[src/rtl/lc3_bus_rx.sv]
// Bus receiver: classifies the gate enables, samples the bus on ld into a 2-entry FIFO, and reports float/contention/overflow.
// Latency: 1 cycle from ld to out_valid. Backpressure: valid/ready; a legal capture into a full FIFO with no pop is dropped (err_ovf).
module lc3_bus_rx #(
    parameter int WIDTH = 16,
    parameter int NDRV  = 4,
    parameter int SRC_W = 2,
    parameter int CNT_W = 8
) (
    input  logic             clk,
    input  logic             rst,
    input  logic [NDRV-1:0]  gate_en,
    input  logic [WIDTH-1:0] bus,
    input  logic             ld,
    output logic             out_valid,
    input  logic             out_ready,
    output logic [WIDTH-1:0] out_data,
    output logic [SRC_W-1:0] out_src,
    output logic             full,
    output logic             err_float,
    output logic             err_contend,
    output logic             err_ovf,
    input  logic             err_clr,
    output logic [CNT_W-1:0] contend_cnt
);

    localparam int EW = WIDTH + SRC_W;

    logic [1:0][EW-1:0] mem_q, mem_d;
    logic               rd_ptr_q, rd_ptr_d;
    logic               wr_ptr_q, wr_ptr_d;
    logic [1:0]         cnt_q, cnt_d;
    logic               full_q, full_d;
    logic [WIDTH-1:0]   out_data_q, out_data_d;
    logic [SRC_W-1:0]   out_src_q, out_src_d;
    logic               err_float_q, err_float_d;
    logic               err_contend_q, err_contend_d;
    logic               err_ovf_q, err_ovf_d;
    logic [CNT_W-1:0]   contend_cnt_q, contend_cnt_d;

    logic [4:0]         n_en;
    logic [SRC_W-1:0]   src;
    logic               is_float, is_good, is_cont;
    logic               pop, push;

    // Popcount and index of the enabled driver; src is only meaningful when exactly one bit is set.
    always_comb begin
        n_en = '0;
        src  = '0;
        for (int i = 0; i < NDRV; i++) begin
            if (gate_en[i]) begin
                n_en = n_en + 5'd1;
                src  = src | SRC_W'(i);
            end
        end
    end

    assign is_float = (n_en == 5'd0);
    assign is_good  = (n_en == 5'd1);
    assign is_cont  = (n_en >= 5'd2);

    assign out_valid = (cnt_q != 2'd0);
    assign pop       = out_valid & out_ready;
    // A pop in the same cycle frees the slot, so a full FIFO still accepts.
    assign push      = ld & is_good & ((cnt_q != 2'd2) | pop);

    always_comb begin
        mem_d    = mem_q;
        rd_ptr_d = rd_ptr_q ^ pop;
        wr_ptr_d = wr_ptr_q ^ push;
        cnt_d    = cnt_q + 2'(push) - 2'(pop);
        if (push) begin
            mem_d[wr_ptr_q] = {bus, src};
        end
        full_d = (cnt_d == 2'd2);

        out_data_d = out_data_q;
        out_src_d  = out_src_q;
        if (cnt_d != 2'd0) begin
            {out_data_d, out_src_d} = mem_d[rd_ptr_d];
        end

        err_float_d   = (err_float_q   & ~err_clr) | (ld & is_float);
        err_contend_d = (err_contend_q & ~err_clr) | (ld & is_cont);
        err_ovf_d     = (err_ovf_q     & ~err_clr) | (ld & is_good & (cnt_q == 2'd2) & ~pop);

        contend_cnt_d = err_clr ? '0 : contend_cnt_q;
        if (is_cont && (contend_cnt_d != {CNT_W{1'b1}})) begin
            contend_cnt_d = contend_cnt_d + 1'b1;
        end
    end

    always_ff @(posedge clk or posedge rst) begin
        if (rst) begin
            mem_q         <= '0;
            rd_ptr_q      <= 1'b0;
            wr_ptr_q      <= 1'b0;
            cnt_q         <= 2'd0;
            full_q        <= 1'b0;
            out_data_q    <= '0;
            out_src_q     <= '0;
            err_float_q   <= 1'b0;
            err_contend_q <= 1'b0;
            err_ovf_q     <= 1'b0;
            contend_cnt_q <= '0;
        end else begin
            mem_q         <= mem_d;
            rd_ptr_q      <= rd_ptr_d;
            wr_ptr_q      <= wr_ptr_d;
            cnt_q         <= cnt_d;
            full_q        <= full_d;
            out_data_q    <= out_data_d;
            out_src_q     <= out_src_d;
            err_float_q   <= err_float_d;
            err_contend_q <= err_contend_d;
            err_ovf_q     <= err_ovf_d;
            contend_cnt_q <= contend_cnt_d;
        end
    end

    assign full        = full_q;
    assign out_data    = out_data_q;
    assign out_src     = out_src_q;
    assign err_float   = err_float_q;
    assign err_contend = err_contend_q;
    assign err_ovf     = err_ovf_q;
    assign contend_cnt = contend_cnt_q;

endmodule

[config.mk]
export PLATFORM = sky130hd
export DESIGN_NAME = lc3_bus_rx
export DESIGN_NICKNAME = d
export VERILOG_FILES = /design/src/rtl/lc3_bus_rx.sv
export SDC_FILE = /design/constraint.sdc
export NUM_CORES = 1
export LEC_CHECK = 0
export ABC_AREA = 1
export CAP_MARGIN = 25
export CORE_MARGIN = 5
export CORE_UTILIZATION = 40
export DETAILED_ROUTE_END_ITERATION = 16
export PLACE_DENSITY = 0.66
export RECOVER_POWER = 100
export SLEW_MARGIN = 5
export SYNTH_ARGS = -nofsm -noshare
export SYNTH_HDL_FRONTEND = slang
export SYNTH_SLANG_ARGS = --single-unit
[constraint.sdc]
create_clock -name clk -period 4.3 [get_ports clk]
set_input_delay 1.29 -clock clk [delete_from_list [all_inputs] [get_ports clk]]
set_output_delay 1.29 -clock clk [all_outputs]
set_load 0.01 [all_outputs]
==> results of run 1 <==
-- cells in the mapped netlist, types with 2 or more instances --
library cell / number
xnor2_1: 4
nor3_1: 2
inv_1: 36
xor2_1: 5
buf_2: 8
clkbuf_1: 7
nand2_1: 163
nor2_1: 9
nor2_4: 3
ha_1: 6
nand2_2: 12
o21ai_0: 38
inv_2: 5
nand4_1: 37
buf_4: 2
dfrtp_1: 70
buf_6: 11
a21oi_1: 2
nand3_1: 65
-- layer usage --
| metal | vias to the layer above | global-route usage | routed length, um |
|---|---|---|---|
| met1 | 1673 | 0.2155 | 4232 |
| met2 | 121 | 0.3082 | 4892 |
| met4 | 0 | 0.06132 | 91 |
| li1 | 1721 | - | - |
| met5 | - | 0 | 0 |
| met3 | 8 | 0.04919 | 613 |
-- repair_timing --
item,in CTS,in global routing
setup endpoints to repair,0,8
hold buffers,0,0
gates resized for setup,0,1
-- worst max-delay path, delay by kind of cell --
| family | cells | cell delay (ns) |
|---|---|---|
| buffers and inverters | 7 | 0.92 |
| adders and majority gates | 4 | 0.91 |
| and+or+nand+nor | 12 | 1.22 |
-- cells by family (layout without fill, tap and decap cells) --
logic type               after synthesis  in the layout  share of synthesized area
AO/OA/AOI/OAI                         42             42                    0.05679
AND/OR/NAND/NOR                      295            295                     0.3525
adder cells (fa/ha/maj)                6              6                    0.01958
XOR/XNOR                               9              9                    0.02056
flip-flops                            70             70                     0.4569
buffers and inverters                 69            126                    0.09367
-- how the worst max path moves through the flow --
| stage | cells past startpoint | end | startpoint | slack (ns) |
|---|---|---|---|---|
| finish | 23 | out_data[3] | gate_en[1] | 0.25 |
| global route | 23 | out_data[1] | gate_en[0] | 0.03 |
| CTS | 24 | out_data[3] | gate_en[0] | 0.21 |
| detailed placement | 24 | out_data[3] | gate_en[0] | -0.14 |
| global placement | 24 | out_data[4] | gate_en[0] | -0.07 |
| floorplan | 25 | out_data[0] | gate_en[0] | 0.22 |
-- area by class of cell --
| cell class | instances | area, sq um | area share |
|---|---|---|---|
| Clock buffer | 13 | 158.9 | 0.03424 |
| Clock inverter | 3 | 42.54 | 0.009167 |
| Inverter | 41 | 153.9 | 0.03316 |
| Multi-Input combinational cell | 352 | 1713 | 0.3691 |
| Sequential cell | 70 | 1752 | 0.3775 |
| Tap cell | 129 | 161.4 | 0.03478 |
| Timing Repair Buffer | 69 | 659.4 | 0.1421 |
-- power groups by stage --
stage | registers (mW) | clock network (mW) | logic, mW
global route | 1.13 | 0.594 | 1.92
finish | 1.09 | 0.545 | 1.71
detailed placement | 1.11 | 0 | 1.77
global placement | 1.11 | 0 | 1.72
floorplan | 1.13 | 0 | 1.14
CTS | 1.10 | 0.566 | 1.78
-- state kept, by name, indices dropped and copies added, names as in the netlist --
signal and flops:
cnt_q 2, contend_cnt 8, err_contend 1, err_float 1, err_ovf 1, full 1, mem_q 36, out_data 16
out_src 2, rd_ptr_q 1, wr_ptr_q 1
-- metrics by stage --
stage | total power [mW] | instances | setup WS (ns) | instance area (sq um) | hold slack (ns)
2_1_floorplan | 2.264 | 491 | 0.2218 | 3834 | 0.4609
3_3_place_gp | 2.830 | 661 | -0.06728 | 4478 | 0.4676
3_5_place_dp | 2.886 | 661 | -0.1369 | 4478 | 0.4645
4_1_cts | 3.451 | 677 | 0.2105 | 4679 | 0.4888
5_1_grt | 3.643 | 677 | 0.02631 | 4641 | 0.4963
6_report | 3.340 | 677 | 0.2533 | 4641 | 0.4791
==> results.ini, run 1 <==
[cts]
cts_tree = done
h-tree-depth = 3
path_clk_slew_ns = 0.07
clock_sinks = 70
root_buffer = clkbuf_8
clk_latency_ns = 0.35
cts_max_path_buffers = 2
cts_made_buffers = 9
post_cts_buffers = 0

[pwr]
p_leak_nw = 2.379
p_sw_mw = 1.435
ir_drop_v = 0.0004623
share_comb_of_total_power = 0.511
clkPwrFrac = 0.163
p_per_area_mw_per_mm2 = 719.8
p_sw_frac = 0.4295
seqPwrFrac = 0.326
p_int_mw = 1.906

[synthesis]
avgSynthCellArea_sq_um = 7.808
ys.flop_type = dfrtp_1
ys.warnings.count = 0
synth.top_cell.area_share = 0.4569
synth-edff-count = 0
synth_top_cell_by_area = dfrtp_1
syn_area_sq_mm = 0.003834
ys_seq_area_frac = 0.4569
yosys-top-cells-area = dfrtp_1 (46%), nand2_1 (16%), nand3_1 (8.5%)
syn-num-nets = 522
ys_ff_latch = 70
async_reset_ff_frac = 1.000
synthDistinctLibCells = 25
synthCells = 491

[finish]
drive_above_1_share = 0.07482
diodes = 0
fillCellCount = 905
final_common_cell = nand2_1
nNetsFinal = 574
mostFrequentLayoutCells = nand2_1 (173), dfrtp_1 (70), nand3_1 (65)
postLayoutCoreUtil = 0.4999
syn2layout_area_growth_pct = 21.05

[place]
hpwl_mm = 6.157
place.gp.congestion = 0.8131
io_buffers = 55

[worst_setup_path]
cp-start-kind = primary input
reg2reg_slack_ns = 1.65
arrival_ns = 4.33
cp_cell_sequence = clkdlybuf4s50_1 > inv_1 > ha_4 > nand2_1 > nand2_1 > inv_1 > ha_1 > nand2_1 > inv_1 > nand2_1 > nand2_1 > nor2_4 > nand3_2 > ha_1 > inv_1 > ha_1 > or2_2 > nand2_2 > nor2_2 > inv_2 > buf_4 > nand3_1 > nand2_1
end_kind = register
cpPeakStageDelay_ns = 0.48
critPathMostFrequentCell = nand2_1
r2r_start = cnt_q[1]
crit_type = in2reg
rr_worst_depth = 8
timing.rr.end = out_data[9]
critPathRequiredTime_ns = 4.59
cp_slowest_cell = clkdlybuf4s50_1
crit_fanout = 4

[drt]
drc = 0
vias_per_cell = 5.204
drt_iter0_markers = 262
routed_wl_mm = 9.829
drtAntennaViolNets = 0
drt_first_pass_iters = 6
wire_per_inst_um = 14.52
num_vias = 3523

[hold_path]
hold_end = out_data[2]
hold_start = out_data[2]
min_path_cells = 2
hp-class = reg2reg

[global_route]
grt.total_usage = 0.1790
antenna_found_initial = 0
grt_pass1_wl_mm = 16.73
first_global_vias = 3630
overflow = 0
grt_start_max_net_pins = 41

[timing]
finalCritPeriodShare = 0.9411
rsz0062_at_grt = false
finalSetupViolations = 0
period_minus_slack_ns = 4.047
drv_slew = 0
final.setup_skew_ns = 0.008542
max_slew_margin = 0.07834
fmax_mhz = 247.1
hold_violations = 0
worst_pin_slew_ns = 1.381
setup_tns_ns = 0

[floorplan]
initial_core_util = 0.4129
coreArea_sq_mm = 0.009284
die_area_sq_mm = 0.01164
die_w_um = 107.9
die_h_um = 107.9
ios = 56
row_count = 35

[flow_run]
drv_cap = 0

[outcome]
status = finished clean

Power figures use the tool's default switching activity.
==> inputs of run 2 (changes only) <==
Settings changed: CORE_MARGIN 5 to 2.
==> run 2 against run 1 <==
Clock power is 3% lower. Critical path depth is 1 higher. Sequential share of layout area increased by 0.19 points. Power shrank 0.99%. Final area fell by 0.51%. Global-route usage rose by 1.1 points. Wire length is 4.9% lower. Combinational power about the same. Sequential power is essentially flat. Largest power group unchanged.
==> results.ini, run 2 (same netlist as run 1, synthesis figures left out) <==
[hold_path]
hold_end = out_data[3]
hold_start = out_data[3]
min_path_cells = 2  ; unchanged
hp-class = reg2reg

[cts]
h-tree-depth = 3  ; unchanged
root_buffer = clkbuf_8
cts_max_path_buffers = 2  ; unchanged
cts_tree = done
path_clk_slew_ns = 0.07  ; about the same
clock_sinks = 70  ; unchanged
cts_made_buffers = 9  ; unchanged
clk_latency_ns = 0.34  ; about the same

[floorplan]
row_count = 35  ; unchanged
die_w_um = 101.9  ; -5.6%
die_h_um = 101.9  ; -5.6%
ios = 56  ; unchanged
coreArea_sq_mm = 0.009284  ; unchanged
initial_core_util = 0.4129  ; unchanged
die_area_sq_mm = 0.01038  ; -11%

[finish]
largest_reg_flops = 36  ; unchanged
mostFrequentLayoutCells = nand2_1 (172), dfrtp_1 (70), nand3_1 (65)
fillCellCount = 927  ; +2.4%
diodes = 0  ; unchanged
drive_above_1_share = 0.06777  ; -0.007052
top_register = mem_q
syn2layout_area_growth_pct = 20.43
nNetsFinal = 574  ; unchanged
multi_input_comb_area_sq_mm = 0.001703  ; -0.58%
final_common_cell = nand2_1
seqCellArea_sq_mm = 0.001752  ; unchanged
postLayoutCoreUtil = 0.4973  ; -0.002560

[worst_setup_path]
end_kind = register
arrival_ns = 4.35  ; +0.02 ns
r2r_start = cnt_q[1]
critPathRequiredTime_ns = 4.58  ; about the same
crit_type = in2reg
crit_start = gate_en[0]
timing.rr.end = out_data[15]
cp-start-kind = primary input
crit_fanout = 12  ; +8
reg2reg_slack_ns = 1.63  ; -0.02 ns
rr_worst_depth = 8  ; unchanged

[drt]
drt_first_pass_iters = 5  ; -1
wire_per_inst_um = 13.85  ; -4.6%
drt_iter0_markers = 200  ; -24%
drtAntennaViolNets = 0  ; unchanged
drc = 0  ; unchanged
routed_wl_mm = 9.351  ; -4.9%
vias_per_cell = 5.207  ; about the same
num_vias = 3515  ; -0.23%

[place]
hpwl_mm = 5.970  ; -3.0%
io_buffers = 55  ; unchanged
place.gp.congestion = 0.8610  ; +5.9%

[pwr]
p_leak_nw = 2.370  ; -0.38%
p_per_area_mw_per_mm2 = 716.4  ; -0.48%
ir_drop_v = 0.0003925  ; -15%

[global_route]
antenna_found_initial = 0  ; unchanged
first_global_vias = 3433  ; -5.4%
overflow = 0  ; unchanged
grt_start_max_net_pins = 41  ; unchanged
grt.total_usage = 0.1903  ; +0.01130
grt_pass1_wl_mm = 15.79  ; -5.6%

[timing]
worst_pin_slew_ns = 1.354  ; -0.02671 ns
finalCritPeriodShare = 0.9470  ; +0.005958
max_slew_margin = 0.09715  ; +0.01882
fmax_mhz = 245.6  ; -0.63%
period_minus_slack_ns = 4.072  ; +0.02562 ns
drv_slew = 0  ; unchanged
holdWs_ns = 0.4775  ; -0.001558 ns
finalSetupViolations = 0  ; unchanged
hold_violations = 0  ; unchanged
rsz0062_at_grt = false
final.setup_skew_ns = 0.01195  ; +0.003409 ns

[flow_run]
drv_cap = 0  ; unchanged

[outcome]
status = finished clean

[run 2: area by class of cell]
class,count,share of cell area
multi-input cells,352,0.3688
clock inverters,1,0.006504
well taps,129,0.03496
repair buffers,69,0.1425
inverters,41,0.03333
flip-flops and latches,70,0.3794
clock buffers,13,0.03442
[run 2: routing by layer]
metal	share of wire	up-vias	track usage
met5	0	-	0
met1	0.44	1659	0.2367
met3	0.064	4	0.05130
met2	0.49	125	0.3269
li1	-	1727	-
met4	0.0035	0	0.05333
[run 2: timing repair]
| item | CTS | global route |
|---|---|---|
| resized for setup | 0 | 2 |
| hold buffers | 0 | 0 |
| endpoints found under the setup margin | 0 | 6 |
| hold endpoints to repair | 0 | 0 |
| buffers inserted | 0 | 0 |
[run 2: how the worst max path moves through the flow]
stage	to	slack, ns	depth (start not counted)
final	out_data[15]	0.23	24
after global routing	out_data[7]	0.02	24
after CTS	out_data[3]	0.21	24
after detailed placement	out_data[5]	-0.13	24
after global placement	out_data[3]	-0.06	24
after floorplan	out_data[0]	0.22	25
[run 2: where the power goes]
group	internal, mW	switching (mW)
registers	0.946	0.146
clock network	0.294	0.232
logic	0.654	1.03
total	1.89	1.41
[run 2: through the flow]
| stage | setup TNS (ns) | total power, mW | setup slack [ns] | area (sq um) | cells |
|---|---|---|---|---|---|
| floorplan | 0 | 2.264 | 0.2218 | 3834 | 491 |
| detailed placement | -2.002 | 2.867 | -0.1328 | 4466 | 661 |
| global placement | -0.8314 | 2.815 | -0.06195 | 4466 | 661 |
| CTS | 0 | 3.410 | 0.2065 | 4654 | 675 |
| finish | 0 | 3.308 | 0.2277 | 4617 | 675 |
| global route | 0 | 3.604 | 0.01605 | 4617 | 675 |
[run 2: critical path: stages]
cell             delay (ns)
clkdlybuf4s50_1        0.49
inv_1                  0.05
ha_1                   0.31
inv_1                  0.06
nand2_1                0.07
nand2_2                0.07
inv_1                  0.04
ha_1                   0.18
nand2_1                0.08
inv_1                  0.04
nand2_1                0.05
nand2_1                0.08
nor2_4                 0.12
nand3_2                0.09
ha_1                   0.27
inv_1                  0.04
ha_1                   0.18
or2_2                  0.32
nand2_2                0.08
nor2_2                 0.05
inv_2                  0.08
buf_12                 0.14
nand3_1                0.09
nand2_1                0.07
==> inputs of run 3 (changes only) <==
Settings changed: GPL_TIMING_DRIVEN set to 1, PLACE_DENSITY 0.66 to unset.
Clock period 4.3 ns to 4.5 ns, I/O delays scaled along.
==> run 3 against run 2 <==
Sequential cell count is the same. Worst hold slack worse by 0.0031 ns. Setup slack gained 0.086 ns. Cell count down 0.30%. Clock power barely moved. Sequential power fell by 5%. Clock skew shrank 0.0017 ns. Largest cell class unchanged. Highest routed layer unchanged.
==> results.ini, run 3 (same netlist as run 1, synthesis figures left out) <==
[drt]
drt_first_pass_iters = 7  ; +2
routed_wl_mm = 9.270  ; -0.87%
drc = 0  ; unchanged
num_vias = 3466  ; -1.4%
drt_iter0_markers = 223  ; +12%
wire_per_inst_um = 13.77  ; -0.57%
drtAntennaViolNets = 0  ; unchanged
vias_per_cell = 5.150  ; -1.1%

[timing]
setup_tns_ns = 0  ; unchanged
holdWs_ns = 0.4745  ; -0.003094 ns
final.setup_skew_ns = 0.01027  ; -0.001681 ns
finalCritPeriodShare = 0.9304
max_slew_margin = 0.1548  ; +0.05761
rsz0062_at_grt = false
fmax_mhz = 238.9
worst_pin_slew_ns = 1.266  ; -0.08781 ns
drv_slew = 0  ; unchanged
finalSetupViolations = 0  ; unchanged
period_minus_slack_ns = 4.187
hold_violations = 0  ; unchanged

[floorplan]
die_w_um = 101.9  ; unchanged
coreArea_sq_mm = 0.009284  ; unchanged
die_h_um = 101.9  ; unchanged
initial_core_util = 0.4129  ; unchanged
row_count = 35  ; unchanged
ios = 56  ; unchanged
die_area_sq_mm = 0.01038  ; unchanged

[worst_setup_path]
arrival_ns = 4.46  ; +0.11 ns
cp_cell_sequence = clkdlybuf4s50_1 > inv_1 > ha_1 > inv_1 > nand2_1 > nand2_1 > inv_1 > ha_1 > nand2_1 > inv_1 > nand2_1 > nand2_1 > nor2_4 > nand3_1 > ha_1 > inv_1 > ha_1 > or2_2 > nand2_2 > nor2_1 > clkinv_1 > buf_12 > nand3_1 > nand2_1
path_buf_inv = 8  ; unchanged
cp-start-kind = primary input
critPathMostFrequentCell = nand2_1
cpPeakStageDelay_ns = 0.51  ; +0.02 ns
crit_type = in2reg
reg2reg_slack_ns = 1.84  ; +0.21 ns
end_kind = register
crit_fanout = 18  ; +6
crit_family = simple AND/OR/NAND/NOR gates
critPathRequiredTime_ns = 4.78  ; +0.20 ns
cp_slowest_cell = clkdlybuf4s50_1

[finish]
nNetsFinal = 570  ; -0.70%
largest_reg_flops = 36  ; unchanged
syn2layout_area_growth_pct = 20.27
diodes = 0  ; unchanged
mostFrequentLayoutCells = nand2_1 (165), dfrtp_1 (70), nand3_1 (66)
multi_input_comb_area_sq_mm = 0.001713  ; +0.59%
fillCellCount = 920  ; -0.76%
top_register = mem_q
final_common_cell = nand2_1
drive_above_1_share = 0.07537  ; +0.007602
fin_area_sq_mm = 0.004611  ; -0.14%
stdcell_count = 673  ; -0.30%
seqCellArea_sq_mm = 0.001752  ; unchanged

[global_route]
grt.total_usage = 0.1913  ; +0.0009627
grt_pass1_wl_mm = 15.88  ; +0.56%
grt_start_max_net_pins = 41  ; unchanged
overflow = 0  ; unchanged
first_global_vias = 3408  ; -0.73%
antenna_found_initial = 0  ; unchanged

[cts]
cts_made_buffers = 9  ; unchanged
h-tree-depth = 3  ; unchanged
ctsHoldBuffers = 0  ; unchanged
path_clk_slew_ns = 0.07  ; about the same
cts_tree = done
clock_sinks = 70  ; unchanged
cts_max_path_buffers = 2  ; unchanged
clk_latency_ns = 0.34  ; about the same
root_buffer = clkbuf_8
post_cts_buffers = 0  ; unchanged
cts_resized = 0  ; unchanged

[outcome]
status = finished clean

[place]
dp_cells = 657  ; -0.61%
hpwl_mm = 5.646  ; -5.4%
place.gp.congestion = 0.8598  ; -0.14%
io_buffers = 55  ; unchanged
place_area_sq_mm = 0.004436  ; -0.67%

[flow_run]
drv_cap = 0  ; unchanged

[pwr]
p_leak_nw = 2.350  ; -0.85%
finalPower_mw = 3.144  ; -4.9%
ir_drop_v = 0.0004669  ; +19%
p_per_area_mw_per_mm2 = 682.0  ; -4.8%

[hold_path]
hp-class = reg2reg

[run 3: layout make-up]
| type | instances | share of cell area |
|---|---|---|
| Clock buffer | 11 | 0.03284 |
| Timing Repair Buffer | 65 | 0.1349 |
| Clock inverter | 5 | 0.01248 |
| Sequential cell | 70 | 0.3799 |
| Multi-Input combinational cell | 352 | 0.3715 |
| Tap cell | 129 | 0.03501 |
| Inverter | 41 | 0.03338 |
[run 3: through the flow]
stage	setup slack, ns	utilization
after floorplan	0.3618	-
after global placement	0.05128	0.4778
after detailed placement	-0.04632	0.4778
after CTS	0.3097	0.5003
after global routing	0.03164	0.4966
final	0.3134	0.4966
[run 3: worst min-delay path, stage by stage, from the launching register on]
cell,delay [ns]
dfrtp_1,0.34
nand2_1,0.05
nand2_1,0.05
[run 3: path summary, 6_finish.rpt]
| path | from | end | depth (start not counted) |
|---|---|---|---|
| max reg2reg | cnt_q[1] | out_data[2] | 8 |
| max | gate_en[1] | out_data[2] | 24 |
| min reg2reg | out_data[3] | out_data[3] | 2 |
| min | out_data[3] | out_data[3] | 2 |
| min in group asynchronous | rst | contend_cnt[2] | 2 |
| max in group asynchronous | rst | mem_q[29] | 3 |
[run 3: metal layers]
layer	GRT usage	wire length [um]	up-vias
met5	0	0	-
met4	0.07282	124	0
met3	0.03010	514	15
met2	0.3122	4297	114
met1	0.2573	4333	1626
li1	-	-	1711
[run 3: power breakdown]
group          internal (mW)  total [mW]  switching [mW]  leakage (nW)
Sequential             0.904        1.04           0.141         0.889
Clock                  0.285       0.529           0.243        0.0976
Combinational          0.598        1.57           0.974          1.36
Total                   1.79        3.14            1.36          2.35
